**config.mk**
```make
export PLATFORM = sky130hd
export DESIGN_NAME = monitor_arbiter
export DESIGN_NICKNAME = d
export VERILOG_FILES = /design/src/rtl/monitor_arb_pkg.sv /design/src/rtl/monitor_arb_timeout.sv /design/src/rtl/monitor_arbiter.sv
export SDC_FILE = /design/constraint.sdc
export NUM_CORES = 1
export LEC_CHECK = 0
export BUFFER_PORTS_ARGS = -buffer_cell sky130_fd_sc_hd__buf_4
export CORE_AREA = 2 2 122 124
export CTS_BUF_LIST = sky130_fd_sc_hd__clkbuf_8
export DETAILED_ROUTE_END_ITERATION = 8
export DIE_AREA = 0 0 124 126
export PLACE_DENSITY = 0.45
export SYNTH_ARGS = -nofsm -noshare
export SYNTH_HDL_FRONTEND = slang
export SYNTH_SLANG_ARGS = --single-unit
```
**constraint.sdc**
```tcl
create_clock -name sys_clk -period 2.7 [get_ports sys_clk]
set_input_delay 0.135 -clock sys_clk [delete_from_list [all_inputs] [get_ports sys_clk]]
set_output_delay 0.135 -clock sys_clk [all_outputs]
set_load 0.005 [all_outputs]
```
**src/rtl/monitor_arb_pkg.sv**
```systemverilog
// Shared definitions for the monitor RAM arbiter: grant-FSM encoding and Wishbone widths.
package monitor_arb_pkg;

    localparam int WB_AW = 32;
    localparam int WB_DW = 32;
    localparam int WB_SW = 4;

    typedef enum logic [1:0] {
        ST_IDLE = 2'd0,
        ST_GNT0 = 2'd1,
        ST_GNT1 = 2'd2
    } arb_state_t;

endpackage

```
**src/rtl/monitor_arb_timeout.sv**
```systemverilog
// Saturating up-counter that bounds how long a granted master may wait for the RAM ack.
module monitor_arb_timeout #(
    parameter int TIMEOUT = 16,
    parameter int CNT_W   = 5
) (
    input  logic             sys_clk,
    input  logic             sys_rst,
    input  logic             clr,
    input  logic             load,
    input  logic [CNT_W-1:0] load_val,
    input  logic             en,
    output logic             expire
);

    localparam logic [CNT_W-1:0] LAST = CNT_W'(TIMEOUT - 1);

    logic [CNT_W-1:0] count;

    // Stops at LAST so a long enable can never wrap back to zero.
    always_ff @(posedge sys_clk or posedge sys_rst) begin
        if (sys_rst) begin
            count <= '0;
        end else if (clr) begin
            count <= '0;
        end else if (load) begin
            count <= load_val;
        end else if (en && (count < LAST)) begin
            count <= count + CNT_W'(1);
        end
    end

    assign expire = (count == LAST);

endmodule

```
**src/rtl/monitor_arbiter.sv**
```systemverilog
// Round-robin arbiter sharing the monitor RAM Wishbone slave between the CPU I-bus (m0)
// and D-bus/debug loader (m1), one transaction per grant, with a watchdog error return.
//   state   | meaning
//   ST_IDLE | no grant; bubble between transactions, RAM ack ignored
//   ST_GNT0 | m0 owns the slave port
//   ST_GNT1 | m1 owns the slave port
module monitor_arbiter
    import monitor_arb_pkg::*;
#(
    parameter int TIMEOUT   = 16,
    parameter int CNT_W     = 5,
    parameter int PRIO_INIT = 0
) (
    input  logic             sys_clk,
    input  logic             sys_rst,
    input  logic [WB_AW-1:0] m0_adr_i,
    input  logic [WB_DW-1:0] m0_dat_i,
    input  logic [WB_SW-1:0] m0_sel_i,
    input  logic             m0_we_i,
    input  logic             m0_stb_i,
    input  logic             m0_cyc_i,
    output logic [WB_DW-1:0] m0_dat_o,
    output logic             m0_ack_o,
    output logic             m0_err_o,
    input  logic [WB_AW-1:0] m1_adr_i,
    input  logic [WB_DW-1:0] m1_dat_i,
    input  logic [WB_SW-1:0] m1_sel_i,
    input  logic             m1_we_i,
    input  logic             m1_stb_i,
    input  logic             m1_cyc_i,
    output logic [WB_DW-1:0] m1_dat_o,
    output logic             m1_ack_o,
    output logic             m1_err_o,
    output logic [WB_AW-1:0] s_adr_o,
    output logic [WB_DW-1:0] s_dat_o,
    output logic [WB_SW-1:0] s_sel_o,
    output logic             s_we_o,
    output logic             s_stb_o,
    output logic             s_cyc_o,
    input  logic [WB_DW-1:0] s_dat_i,
    input  logic             s_ack_i
);

    arb_state_t state;
    logic       prio;
    logic       gnt_sel;
    logic       have_gnt;
    logic       expire;

    logic req0, req1, gnt0, gnt1;

    assign req0 = m0_cyc_i & m0_stb_i;
    assign req1 = m1_cyc_i & m1_stb_i;
    assign gnt0 = (state == ST_GNT0);
    assign gnt1 = (state == ST_GNT1);

    monitor_arb_timeout #(
        .TIMEOUT (TIMEOUT),
        .CNT_W   (CNT_W)
    ) u_timeout (
        .sys_clk  (sys_clk),
        .sys_rst  (sys_rst),
        .clr      (state == ST_IDLE),
        .load     (1'b0),
        .load_val ('0),
        .en       (state != ST_IDLE),
        .expire   (expire)
    );

    // Abort (request dropped) returns to idle without touching priority.
    always_ff @(posedge sys_clk or posedge sys_rst) begin
        if (sys_rst) begin
            state    <= ST_IDLE;
            prio     <= 1'(PRIO_INIT);
            gnt_sel  <= 1'b0;
            have_gnt <= 1'b0;
        end else begin
            case (state)
                ST_IDLE: begin
                    if (req0 && (!req1 || !prio)) begin
                        state    <= ST_GNT0;
                        gnt_sel  <= 1'b0;
                        have_gnt <= 1'b1;
                    end else if (req1) begin
                        state    <= ST_GNT1;
                        gnt_sel  <= 1'b1;
                        have_gnt <= 1'b1;
                    end
                end
                ST_GNT0: begin
                    if (!req0) begin
                        state <= ST_IDLE;
                    end else if (s_ack_i || expire) begin
                        state <= ST_IDLE;
                        prio  <= 1'b1;
                    end
                end
                ST_GNT1: begin
                    if (!req1) begin
                        state <= ST_IDLE;
                    end else if (s_ack_i || expire) begin
                        state <= ST_IDLE;
                        prio  <= 1'b0;
                    end
                end
                default: state <= ST_IDLE;
            endcase
        end
    end

    // Address/data keep following the last granted master through the idle bubble.
    assign s_adr_o = gnt_sel ? m1_adr_i : m0_adr_i;
    assign s_dat_o = gnt_sel ? m1_dat_i : m0_dat_i;
    assign s_sel_o = gnt_sel ? m1_sel_i : m0_sel_i;
    assign s_we_o  = have_gnt & (gnt_sel ? m1_we_i : m0_we_i);
    assign s_cyc_o = (gnt0 & req0) | (gnt1 & req1);
    assign s_stb_o = (gnt0 & req0) | (gnt1 & req1);

    assign m0_dat_o = s_dat_i;
    assign m1_dat_o = s_dat_i;

    assign m0_ack_o = gnt0 & req0 & s_ack_i;
    assign m1_ack_o = gnt1 & req1 & s_ack_i;
    assign m0_err_o = gnt0 & req0 & expire & ~s_ack_i;
    assign m1_err_o = gnt1 & req1 & expire & ~s_ack_i;

endmodule
```
Word-level counts from Yosys, hierarchy flattened
Index checks and enable logic that the tools add are counted.
{ "classes": {"muxes": 20, "add_sub_neg": 1, "eq_ne": 8, "n_reduce_logical": 13, "bitwise_logic": 13, "magnitude_cmp": 1} }
{ "ops": {"columns": ["operator", "count"], "rows": [
  ["32-bit 2-to-1 mux", 2],
  ["1-bit bitwise AND", 11],
  ["2-bit 2-to-1 mux", 5],
  ["5-bit 2-to-1 mux", 2],
  ["1-bit 2-to-1 mux", 8],
  ["2-bit nonzero test", 4],
  ["2-bit one-hot mux with 3 select lines", 1],
  ["5-bit by 1-bit adder with 5-bit output (second input constant)", 1],
  ["5-bit by 4-bit == test with 1-bit output (second input constant)", 1],
  ["5-bit by 4-bit less-than comparator with 1-bit output (second input constant)", 1],
  ["5-bit AND reduction", 1],
  ["4-bit 2-to-1 mux", 1],
  ["2-bit by 1-bit != test with 1-bit output (second input constant)", 2],
  ["2-bit != test (second input constant)", 2],
  ["3-bit != test (second input constant)", 1],
  ["2-bit by 1-bit == test with 1-bit output (second input constant)", 1],
  ["2-bit == test (second input constant)", 1],
  ["1-bit logical AND", 2],
  ["1-bit logical NOT", 2],
  ["2-bit logical NOT", 1],
  ["1-bit logical OR", 2],
  ["1-bit one-hot mux with 2 select lines", 1],
  ["2-bit AND reduction", 1],
  ["1-bit NOT", 1],
  ["1-bit OR", 1]
]} }
{ "word_totals": {"wordCells": 61, "out_inout_bits": 139, "reg_bits": 10, "in_bits": 177} }

Longest topological paths before layout
Gate-level depths: netlist (run 1).
{ "depth": {"word_depth": 6, "mapped_depth": 6, "ltp_nobuf": 6} }

Hierarchy
A second synthesis (run 1) with hierarchy kept.
{ "hier_totals": {"cells_unflattened": 209, "hier_area_um2": 1994.4} }
{ "by_module_without_submodules": {"columns": ["module", "seq_area_each_um2", "area_per_inst_um2", "cells_per_inst", "instances"], "rows": [
  ["monitor_arbiter", 125.1, 1662.8, 176, 1],
  ["monitor_arb_timeout", 125.1, 331.6, 33, 1]
]} }

Worst setup path after synthesis (run 1)
No wires, ideal clock.
{ "synth_timing": {"kind": "register to register", "from": "register u_timeout.count[0]", "to": "register state[0]", "required_ns": 2.589, "setup_time_ns": 0.111, "slack_ns": 1.065, "period_less_slack_ns": 1.635, "n_path_buf": 0, "path_stages_with_launch": 6, "arrival_time_ns": 1.524, "path_cell_list": "dfrtp_1 > ha_1 > and3_1 > ha_1 > or2_4 > a2111oi_2"} }
{ "synth_between": {"elab_chain_len": 5, "elab_cells_between_ends": 6, "classes_between": "eq/ne (1); mux (4); reduce/logical (1)"} }
{ "synth_lines": {"columns": ["item", "line_no", "rtl"], "rows": [
  ["start: declaration", "monitor_arb_timeout.sv:17", "logic [CNT_W-1:0] count;"],
  ["start signal: assignment", "monitor_arb_timeout.sv:26", "count <= load_val;"],
  ["start signal: assignment", "monitor_arb_timeout.sv:28", "count <= count + CNT_W'(1);"],
  ["5-bit by 4-bit == test with 1-bit output *", "monitor_arb_timeout.sv:32", "assign expire = (count == LAST);"],
  ["1-bit logical OR *", "monitor_arbiter.sv:93, monitor_arbiter.sv:101", null],
  ["2-bit 2-to-1 mux *", null, null],
  ["2-bit 2-to-1 mux, on equally long branches", null, null],
  ["2-bit one-hot mux with 3 select lines *", null, null],
  ["end signal: assignment", "monitor_arbiter.sv:92", "state <= ST_IDLE;"],
  ["end signal: assignment", "monitor_arbiter.sv:94", "state <= ST_IDLE;"],
  ["end signal: assignment", "monitor_arbiter.sv:102", "state <= ST_IDLE;"],
  ["end: declaration", "monitor_arbiter.sv:44", "arb_state_t state;"]
]} }
Every way passes the cells marked *; elsewhere a longest branch is shown, timed or not.
A chain may end at the register's enable or synchronous reset.

Worst setup path in the final report (run 1)
Ends and elaborated chain as after synthesis.

==> impl_metrics.env, run 1 <==
export IMPL_hold_ws_ps=177
export IMPL_p_int_mw=0.774
export IMPL_layout_commonest_cell="buf_4"
export IMPL_comb_power_share_pct=67.2
export IMPL_grt_max_degree=38
export IMPL_power_frac_clock_pct=16.9
export IMPL_antenna_cells=0
export IMPL_rrSetupSlack_ps=940
export IMPL_path_class="reg2reg"
export IMPL_final_cell_mix="buf_4, mux2_1, mux2_2"
export IMPL_path_max_fanout=5
export IMPL_cts_tree="built"
export IMPL_worstPathArrival_ps=1890
export IMPL_area_growth_synth_to_final_pct=72.2
export IMPL_power_leakage_nw=1.61
export IMPL_synthCells=199
export IMPL_status="complete, no violations"
export IMPL_period_needed_ps=1760
export IMPL_synth_top_area_cell="mux2_1"
export IMPL_r2r_cells=5
export IMPL_layout_drive_gt1_share_pct=69.1
export IMPL_setup_violations=0
export IMPL_critPathLaunchType="flop"
export IMPL_total_power_mw=1.12
export IMPL_antenna_left=0
export IMPL_tns_ps=0
export IMPL_max_freq_mhz=567
export IMPL_cts_root_buf="clkbuf_8"
export IMPL_holdPathStages=3
export IMPL_ys_ff_latch=10
export IMPL_nets=530
export IMPL_final_fill_count=1552
export IMPL_slowest_delay_ps=410
export IMPL_viasPerCell=3.76
export IMPL_slew_violations=0
export IMPL_slowest_stage="dfrtp_1"
export IMPL_dp_hpwl_microns=6270
export IMPL_core_sq_um=14300
export IMPL_clockBufferDepth=2
export IMPL_p_switching_mw=0.350
export IMPL_synth_area_per_cell_sq_um=9.53
export IMPL_rows=44
export IMPL_start_util_pct=13.2
export IMPL_setup_slack_ps=936
export IMPL_synth_nets=378
export IMPL_fin_cells=534
export IMPL_finalCritPeriodShare_pct=65.3
export IMPL_clk_insertion_delay_late_ps=240
export IMPL_track_usage_pct=7.97
export IMPL_hold_class="in2reg"
export IMPL_required_ps=2820
export IMPL_drt_pre_antenna_iters=4
export IMPL_grt_pass1_wl_microns=9840
export IMPL_syn_area_sq_um=1900
export IMPL_finalWirelength_microns=7250
export IMPL_path_depth=5
export IMPL_cts_max_level=1
export IMPL_p_sw_share_pct=31.1
export IMPL_maxCapViolations=0
export IMPL_cts_sinks=10
export IMPL_grt_ovfl_total=0
export IMPL_num_vias=2009
export IMPL_ys_types=30
export IMPL_max_slew_margin_rel_pct=67.0
export IMPL_cts_buffers=3
export IMPL_power_frac_seq_pct=15.9
export IMPL_dpl_worst_slack_ps=949
export IMPL_die_height_microns=126
export IMPL_ios=316
export IMPL_antenna_found_initial=0
export IMPL_worst_pin_slew_ps=495
export IMPL_worst_setup_path_end_kind="flop"
export IMPL_hold_violations=0
export IMPL_dp_cells=529
export IMPL_power_density_nw_per_um2=344
export IMPL_clk_pin_slew_ps=50
export IMPL_synth_warnings=0
export IMPL_crit_top_cell="ha_1"
export IMPL_ys_top_cells_by_area="mux2_1, buf_4, dfrtp_1"
export IMPL_crit_family="simple AND/OR/NAND/NOR gates"
export IMPL_cp_cell_sequence="ha_1, and3_1, ha_1, or2_4, a2111oi_2"
export IMPL_dieArea_sq_um=15600
export IMPL_routabilityCongestion=0.722
export IMPL_drc=0
export IMPL_synth_top_cell_area_share_pct=33.3
export IMPL_seq_area_frac_synth_pct=13.2
export IMPL_crit_buf_inv=0
export IMPL_die_w_microns=124
export IMPL_drt_iter0_drc=34
export IMPL_finClkSkew_ps=7.10
export IMPL_grt_pass1_vias=1942
export IMPL_rsz0062_at_grt="false"
export IMPL_routedWlPerCell_microns=13.6
export IMPL_ir_drop_v=0.000267
export IMPL_io_buffers=219
[worst paths after layout]
path | from | end
max | u_timeout.count[0] | state[0]
min | m1_stb_i | gnt_sel
max reg2reg | u_timeout.count[0] | state[0]
min reg2reg | have_gnt | have_gnt
max in group asynchronous | sys_rst | gnt_sel
min in group asynchronous | sys_rst | u_timeout.count[3]
[sequential cells by signal (all words and copies together) (netlist names)]
signal	flops
have_gnt	1
state	2
u_timeout.count	5
prio	1
gnt_sel	1
[power by group through the flow]
stage | clock [mW] | sequential (mW) | combinational (mW)
after floorplan | 0 | 0.172 | 0.434
after global placement | 0 | 0.181 | 0.765
after detailed placement | 0 | 0.182 | 0.769
after CTS | 0.193 | 0.179 | 0.775
after global routing | 0.199 | 0.181 | 0.825
final | 0.190 | 0.179 | 0.755
[worst register-to-register path: cells and delay by family (launching register included)]
family	cells	cell delay (ps)
compound gates	1	340
fa+ha+maj	2	440
flops	1	410
simple gates	2	450
[Yosys cell counts (all sizes together)]
| cell | n |
|---|---|
| buf | 75 |
| mux2 | 68 |
| dfrtp | 10 |
| nor2 | 9 |
| nand2 | 6 |
| inv | 3 |
| nor3 | 3 |
| o21ai | 3 |
| a2111oi | 2 |
| ha | 2 |
| nand4b | 2 |
| nor2b | 2 |
| o31ai | 2 |
| a21o | 1 |
| a21oi | 1 |
| a41oi | 1 |
| and3 | 1 |
| and4 | 1 |
| mux2i | 1 |
| nand2b | 1 |
| nor3b | 1 |
| o2111ai | 1 |
| o221ai | 1 |
| o22ai | 1 |
| or2 | 1 |
[layout make-up]
cell class / count / area (sq um) / share of cell area, %
multi-input cells: 111 / 1050 / 32.1
inverters: 3 / 11.3 / 0.345
flip-flops and latches: 10 / 251 / 7.70
clock buffers: 4 / 55.1 / 1.69
well taps: 184 / 230 / 7.05
repair buffers: 222 / 1670 / 51.1
[what timing repair did]
| action | CTS | global route |
|---|---|---|
| resized for setup | 0 | 0 |
| setup buffers | 0 | 0 |
| hold buffers | 1 | 0 |
| endpoints found under the setup margin | 0 | 0 |
| endpoints found under the hold margin | 10 | 0 |
[cell families after synthesis]
family / count (synthesis) / synth area share, %
buf+inv: 78 / 31.6
mux: 69 / 40.9
simple gates: 27 / 7.46
compound gates: 13 / 5.54
flops: 10 / 13.2
fa+ha+maj: 2 / 1.32
[per-layer routing]
layer | vias up | part of all wire [%] | GRT usage [%]
met5 | - | 0 | 0
met3 | 4 | 17 | 4.39
li1 | 932 | - | -
met4 | 0 | 0.34 | 0.859
met1 | 904 | 36 | 9.19
met2 | 169 | 46 | 13.3
[through the flow]
step	util, %	area [sq um]
floorplan	-	1900
global placement	22.4	3200
detailed placement	22.4	3200
CTS	22.8	3260
global route	22.8	3260
finish	22.8	3260
(Power assumes the default switching activity.)
==> run 2, diff against run 1 <==
Settings changed: PLACE_DENSITY 0.45 to 0.46.
Clock period 2.7 ns to 1.5 ns, I/O delays scaled along.
==> run 2 against run 1 <==
The run now ends with setup timing left. Via count is 1.9% higher. Die area stayed put. Design area is 19% higher. Critical path depth is 1 lower. Clock skew is 5.1 ps lower. Largest cell class unchanged.
==> impl_metrics.env, run 2 (synthesis results as in run 1) <==
export IMPL_power_leakage_nw=1.97
export IMPL_rows=44
export IMPL_cts_tree="built"
export IMPL_slowest_delay_ps=430
export IMPL_routabilityCongestion=0.807
export IMPL_die_height_microns=126
export IMPL_holdPathStages=3
export IMPL_final_cell_mix="buf_4, buf_6, mux2_4"
export IMPL_r2r_cells=5
export IMPL_critPathLaunchType="flop"
export IMPL_dp_cells=532
export IMPL_max_slew_margin_rel_pct=70.9
export IMPL_slowest_stage="dfrtp_2"
export IMPL_clockBufferDepth=2
export IMPL_max_freq_mhz=638
export IMPL_cts_root_buf="clkbuf_8"
export IMPL_power_density_nw_per_um2=704
export IMPL_period_needed_ps=1570
export IMPL_slew_violations=0
export IMPL_violations="setup timing"
export IMPL_hold_ws_ps=132
export IMPL_worst_r2r_endpoint="state[1]"
export IMPL_clk_insertion_delay_late_ps=240
export IMPL_worst_pin_slew_ps=436
export IMPL_nets=540
export IMPL_grt_ovfl_total=0
export IMPL_num_vias=2047
export IMPL_antenna_cells=0
export IMPL_regMostFlops="u_timeout.count"
export IMPL_path_max_fanout=16
export IMPL_worstSetupStartpoint="gnt_sel"
export IMPL_hold_path_startpoint="m1_stb_i"
export IMPL_placed_area_sq_um=3280
export IMPL_met3_usage_pct=3.99
export IMPL_required_ps=1420
export IMPL_worst_setup_path_end_kind="primary output"
export IMPL_worstPathArrival_ps=1490
export IMPL_ir_drop_v=0.000864
export IMPL_io_buffers=219
export IMPL_viasPerCell=3.76
export IMPL_grt_busiest_layer="met2"
export IMPL_finalWirelength_microns=8610
export IMPL_path_class="reg2out"
export IMPL_cp_cell_sequence="buf_12, clkbuf_16, mux2_1, buf_4"
export IMPL_grtUsageMet2_pct=13.4
export IMPL_track_usage_pct=8.11
export IMPL_crit_buf_inv=3
export IMPL_grt_max_degree=39
export IMPL_drc=0
export IMPL_dp_hpwl_microns=6210
export IMPL_crit_family="buffers and inverters"
export IMPL_rrSetupSlack_ps=-70
export IMPL_setup_slack_ps=-66.4
export IMPL_core_sq_um=14300
export IMPL_hold_violations=0
export IMPL_fin_cells=544
export IMPL_min_to="gnt_sel"
export IMPL_setup_violations=29
export IMPL_routedWlPerCell_microns=15.8
export IMPL_cts_sinks=10
export IMPL_largest_reg_flops=5
export IMPL_finalCritPeriodShare_pct=104
export IMPL_finClkSkew_ps=2.04
export IMPL_maxCapViolations=0
export IMPL_stdcell_area_sq_um=3890
export IMPL_area_growth_synth_to_final_pct=105
export IMPL_status="finished, violations left"
export IMPL_final_fill_count=1527
export IMPL_grt_pass1_wl_microns=10100
export IMPL_layout_drive_gt1_share_pct=83.3
export IMPL_drt_iter0_drc=33
export IMPL_grt_pass1_vias=1964
export IMPL_ios=316
export IMPL_dieArea_sq_um=15600
export IMPL_drt_pre_antenna_iters=4
export IMPL_cts_buffers=3
export IMPL_antenna_found_initial=0
export IMPL_multi_input_area_sq_um=1280
export IMPL_cts_max_level=1
export IMPL_worstReg2RegStart="u_timeout.count[0]"
export IMPL_use_met1_pct=9.94
export IMPL_seqCellArea_sq_um=251
export IMPL_top_regs="u_timeout.count (5), state (2)"
export IMPL_clk_pin_slew_ps=50
export IMPL_hold_class="in2reg"
export IMPL_layout_commonest_cell="buf_4"
export IMPL_start_util_pct=13.2
export IMPL_die_w_microns=124
export IMPL_rsz0062_at_grt="true"
export IMPL_antenna_left=0
## run 2: routing by layer
| metal | part of all wire, % | vias to the layer above |
|---|---|---|
| met4 | 0 | 0 |
| met5 | 0 | - |
| li1 | - | 954 |
| met1 | 40 | 939 |
| met3 | 12 | 0 |
| met2 | 47 | 154 |
## run 2: per-stage QoR
step	utilization, %	worst slack [ps]	setup TNS [ps]	power (mW)
after floorplan	-	-16.4	-18.6	1.10
after global placement	22.9	-10.1	-10.1	1.74
after detailed placement	22.9	-51.8	-97.5	1.75
after CTS	23.5	-68.5	-229	2.12
after global routing	27.2	-125	-2670	2.91
final	27.2	-66.4	-901	2.74
## run 2: cell type report
type | instances | area share (%)
repair buffers | 232 | 52.9
multi-input cells | 111 | 33.0
flip-flops and latches | 10 | 6.47
well taps | 184 | 5.92
clock buffers | 4 | 1.42
inverters | 3 | 0.290
## run 2: how the worst max path moves through the flow
| stage | endpoint | slack (ps) | depth (start not counted) |
|---|---|---|---|
| 6_report | s_dat_o[25] | -70 | 4 |
| 5_1_grt | state[1] | -120 | 5 |
| 4_1_cts | state[1] | -70 | 5 |
| 3_5_place_dp | state[0] | -50 | 5 |
| 3_3_place_gp | state[0] | -10 | 5 |
| 2_1_floorplan | state[0] | -20 | 5 |
## run 2: worst reg2reg max path: stages, from the launching register on
cell       delay (ps)
dfrtp_1           380
ha_2              190
and3_4            180
ha_4              160
or2_4             250
a2111oi_4         300
## run 2: timing repair
action / in CTS / in global routing
endpoints found under the hold margin: 10 / 0
cloned: 0 / 6
setup endpoints to repair: 6 / 43
hold buffers: 1 / 0
pin swaps: 2 / 0
resized for setup: 7 / 101
buffers inserted: 0 / 1
## run 2: where the power goes
part	internal (mW)	leakage (nW)	switching [mW]
clock network	0.231	0.0288	0.110
registers	0.295	0.126	0.0345
logic	1.38	1.81	0.686
total	1.91	1.97	0.831
==> run 3, diff against run 2 <==
Settings changed: MAX_ROUTING_LAYER set to met4.
==> run 3 against run 2 <==
The flow still finishes with violations (setup timing). Largest power group unchanged. Clock power barely moved. Combinational power barely moved. Critical path type unchanged. Maximum frequency barely moved. Non-clock buffer count did not move. Count of clock-buffer cells in the layout did not move. First-iteration DRC count rose by 6.1%. Critical endpoint unchanged. Hold slack got worse by 0.86 ps.
==> impl_metrics.env, run 3 (synthesis results as in run 1) <==
export IMPL_status="finished, violations left"
export IMPL_violations="setup timing"
export IMPL_power_leakage_nw=1.97
export IMPL_drc=0
export IMPL_path_max_fanout=16
export IMPL_track_usage_pct=8.34
export IMPL_start_util_pct=13.2
export IMPL_antenna_cells=0
export IMPL_finClkSkew_ps=2.12
export IMPL_routedWlPerCell_microns=15.7
export IMPL_num_vias=2039
export IMPL_max_slew_margin_rel_pct=71.2
export IMPL_viasPerCell=3.75
export IMPL_setup_violations=28
export IMPL_core_sq_um=14300
export IMPL_required_ps=1420
export IMPL_dieArea_sq_um=15600
export IMPL_cts_sinks=10
export IMPL_area_growth_synth_to_final_pct=104
export IMPL_antenna_left=0
export IMPL_top_layer_used="met3"
export IMPL_wl_met1_microns=3440
export IMPL_antenna_found_initial=0
export IMPL_layout_commonest_cell="buf_4"
export IMPL_regMostFlops="u_timeout.count"
export IMPL_r2r_cells=5
export IMPL_drt_pre_antenna_iters=4
export IMPL_min_to="gnt_sel"
export IMPL_nets=540
export IMPL_cts_tree="built"
export IMPL_clk_insertion_delay_late_ps=240
export IMPL_stdcell_area_sq_um=3880
export IMPL_layout_drive_gt1_share_pct=83.1
export IMPL_worstReg2RegStart="u_timeout.count[0]"
export IMPL_clockBufferDepth=2
export IMPL_cts_root_buf="clkbuf_8"
export IMPL_period_needed_ps=1570
export IMPL_cts_max_level=1
export IMPL_final_cell_mix="buf_4, buf_6, mux2_4"
export IMPL_maxCapViolations=0
export IMPL_worstPathArrival_ps=1490
export IMPL_worst_pin_slew_ps=432
export IMPL_ios=316
export IMPL_dp_hpwl_microns=6210
export IMPL_finalCritPeriodShare_pct=104
export IMPL_slew_violations=0
export IMPL_worst_setup_path_end_kind="primary output"
export IMPL_path_class="reg2out"
export IMPL_rsz0062_at_grt="true"
export IMPL_routabilityCongestion=0.819
export IMPL_grt_max_degree=39
export IMPL_grt_pass1_vias=1962
export IMPL_holdPathStages=3
export IMPL_hold_ws_ps=131
export IMPL_hold_violations=0
export IMPL_ir_drop_v=0.000864
export IMPL_die_w_microns=124
export IMPL_placed_area_sq_um=3280
export IMPL_power_density_nw_per_um2=702
export IMPL_setup_slack_ps=-66.5
export IMPL_met2WireLength_microns=4030
export IMPL_die_height_microns=126
export IMPL_top_regs="u_timeout.count (5), state (2)"
export IMPL_hold_class="in2reg"
export IMPL_hold_path_startpoint="m1_stb_i"
export IMPL_cts_buffers=3
export IMPL_clk_pin_slew_ps=50
export IMPL_grt_pass1_wl_microns=10100
export IMPL_io_buffers=219
export IMPL_drt_iter0_drc=35
export IMPL_rrSetupSlack_ps=-60
export IMPL_largest_reg_flops=5
export IMPL_rows=44
export IMPL_max_freq_mhz=638
export IMPL_met3_length_microns=1060
export IMPL_worst_r2r_endpoint="state[1]"
export IMPL_finalWirelength_microns=8530
export IMPL_grt_ovfl_total=0
export IMPL_critPathLaunchType="flop"
==> run 3: cell types whose count changed in the layout (fill, tap and decap cells not counted) <==
| cell | previous run | this run |
|---|---|---|
| buf_4 | 174 | 175 |
| buf_6 | 48 | 47 |
| mux2_2 | 7 | 8 |
| mux2_4 | 47 | 46 |
| mux2i_1 | 0 | 1 |
| mux2i_2 | 1 | 0 |
==> run 3: final cells by class <==
type | count | area [sq um]
Clock buffer | 4 | 55.1
Fill cell | 1525 | 10400
Inverter | 3 | 11.3
Multi-Input combinational cell | 111 | 1270
Sequential cell | 10 | 251
Tap cell | 184 | 230
Timing Repair Buffer | 232 | 2050
==> run 3: metal layers <==
metal / vias to the layer above / track usage (%)
li1: 954 / -
met1: 928 / 9.91
met3: 0 / 3.94
met2: 157 / 13.5
met4: 0 / 0.463
met5: - / -
==> run 3: stage by stage <==
stage	cells	setup WS [ps]	TNS (ps)	total power [mW]	util [%]
after floorplan	199	-16.4	-18.6	1.10	-
after global placement	532	-10.1	-10.1	1.74	22.9
after detailed placement	532	-51.8	-97.5	1.75	22.9
after CTS	537	-68.5	-229	2.12	23.5
after global routing	544	-125	-2720	2.89	27.1
final	544	-66.5	-888	2.72	27.1
==> run 3: worst max path at each step <==
stage                             startpoint     endpoint  slack, ps  depth (start not counted)
after floorplan           u_timeout.count[0]     state[0]        -20                          5
after global placement    u_timeout.count[1]     state[0]        -10                          5
after detailed placement  u_timeout.count[1]     state[0]        -50                          5
after CTS                 u_timeout.count[0]     state[1]        -70                          5
after global routing      u_timeout.count[0]     state[1]       -120                          5
final                                gnt_sel  s_dat_o[25]        -70                          4
==> run 3: worst max-delay path, stage by stage (launching register included) <==
cell and delay [ps]:
dfrtp_2 430, buf_12 160, clkbuf_16 200, mux2_1 320, buf_4 140
==> run 3: repair_timing <==
item,4_1_cts,5_1_grt
gates cloned,0,6
gates resized for setup,7,98
hold endpoints to repair,10,0
hold buffers,1,0
setup buffers,0,1
endpoints found under the setup margin,6,44
pin swaps,2,0
==> run 3: power by group <==
part / switching [mW] / leakage (nW) / total [mW] / internal, mW
clock: 0.110 / 0.0288 / 0.341 / 0.231
sequential: 0.0343 / 0.126 / 0.329 / 0.295
combinational: 0.679 / 1.81 / 2.05 / 1.37
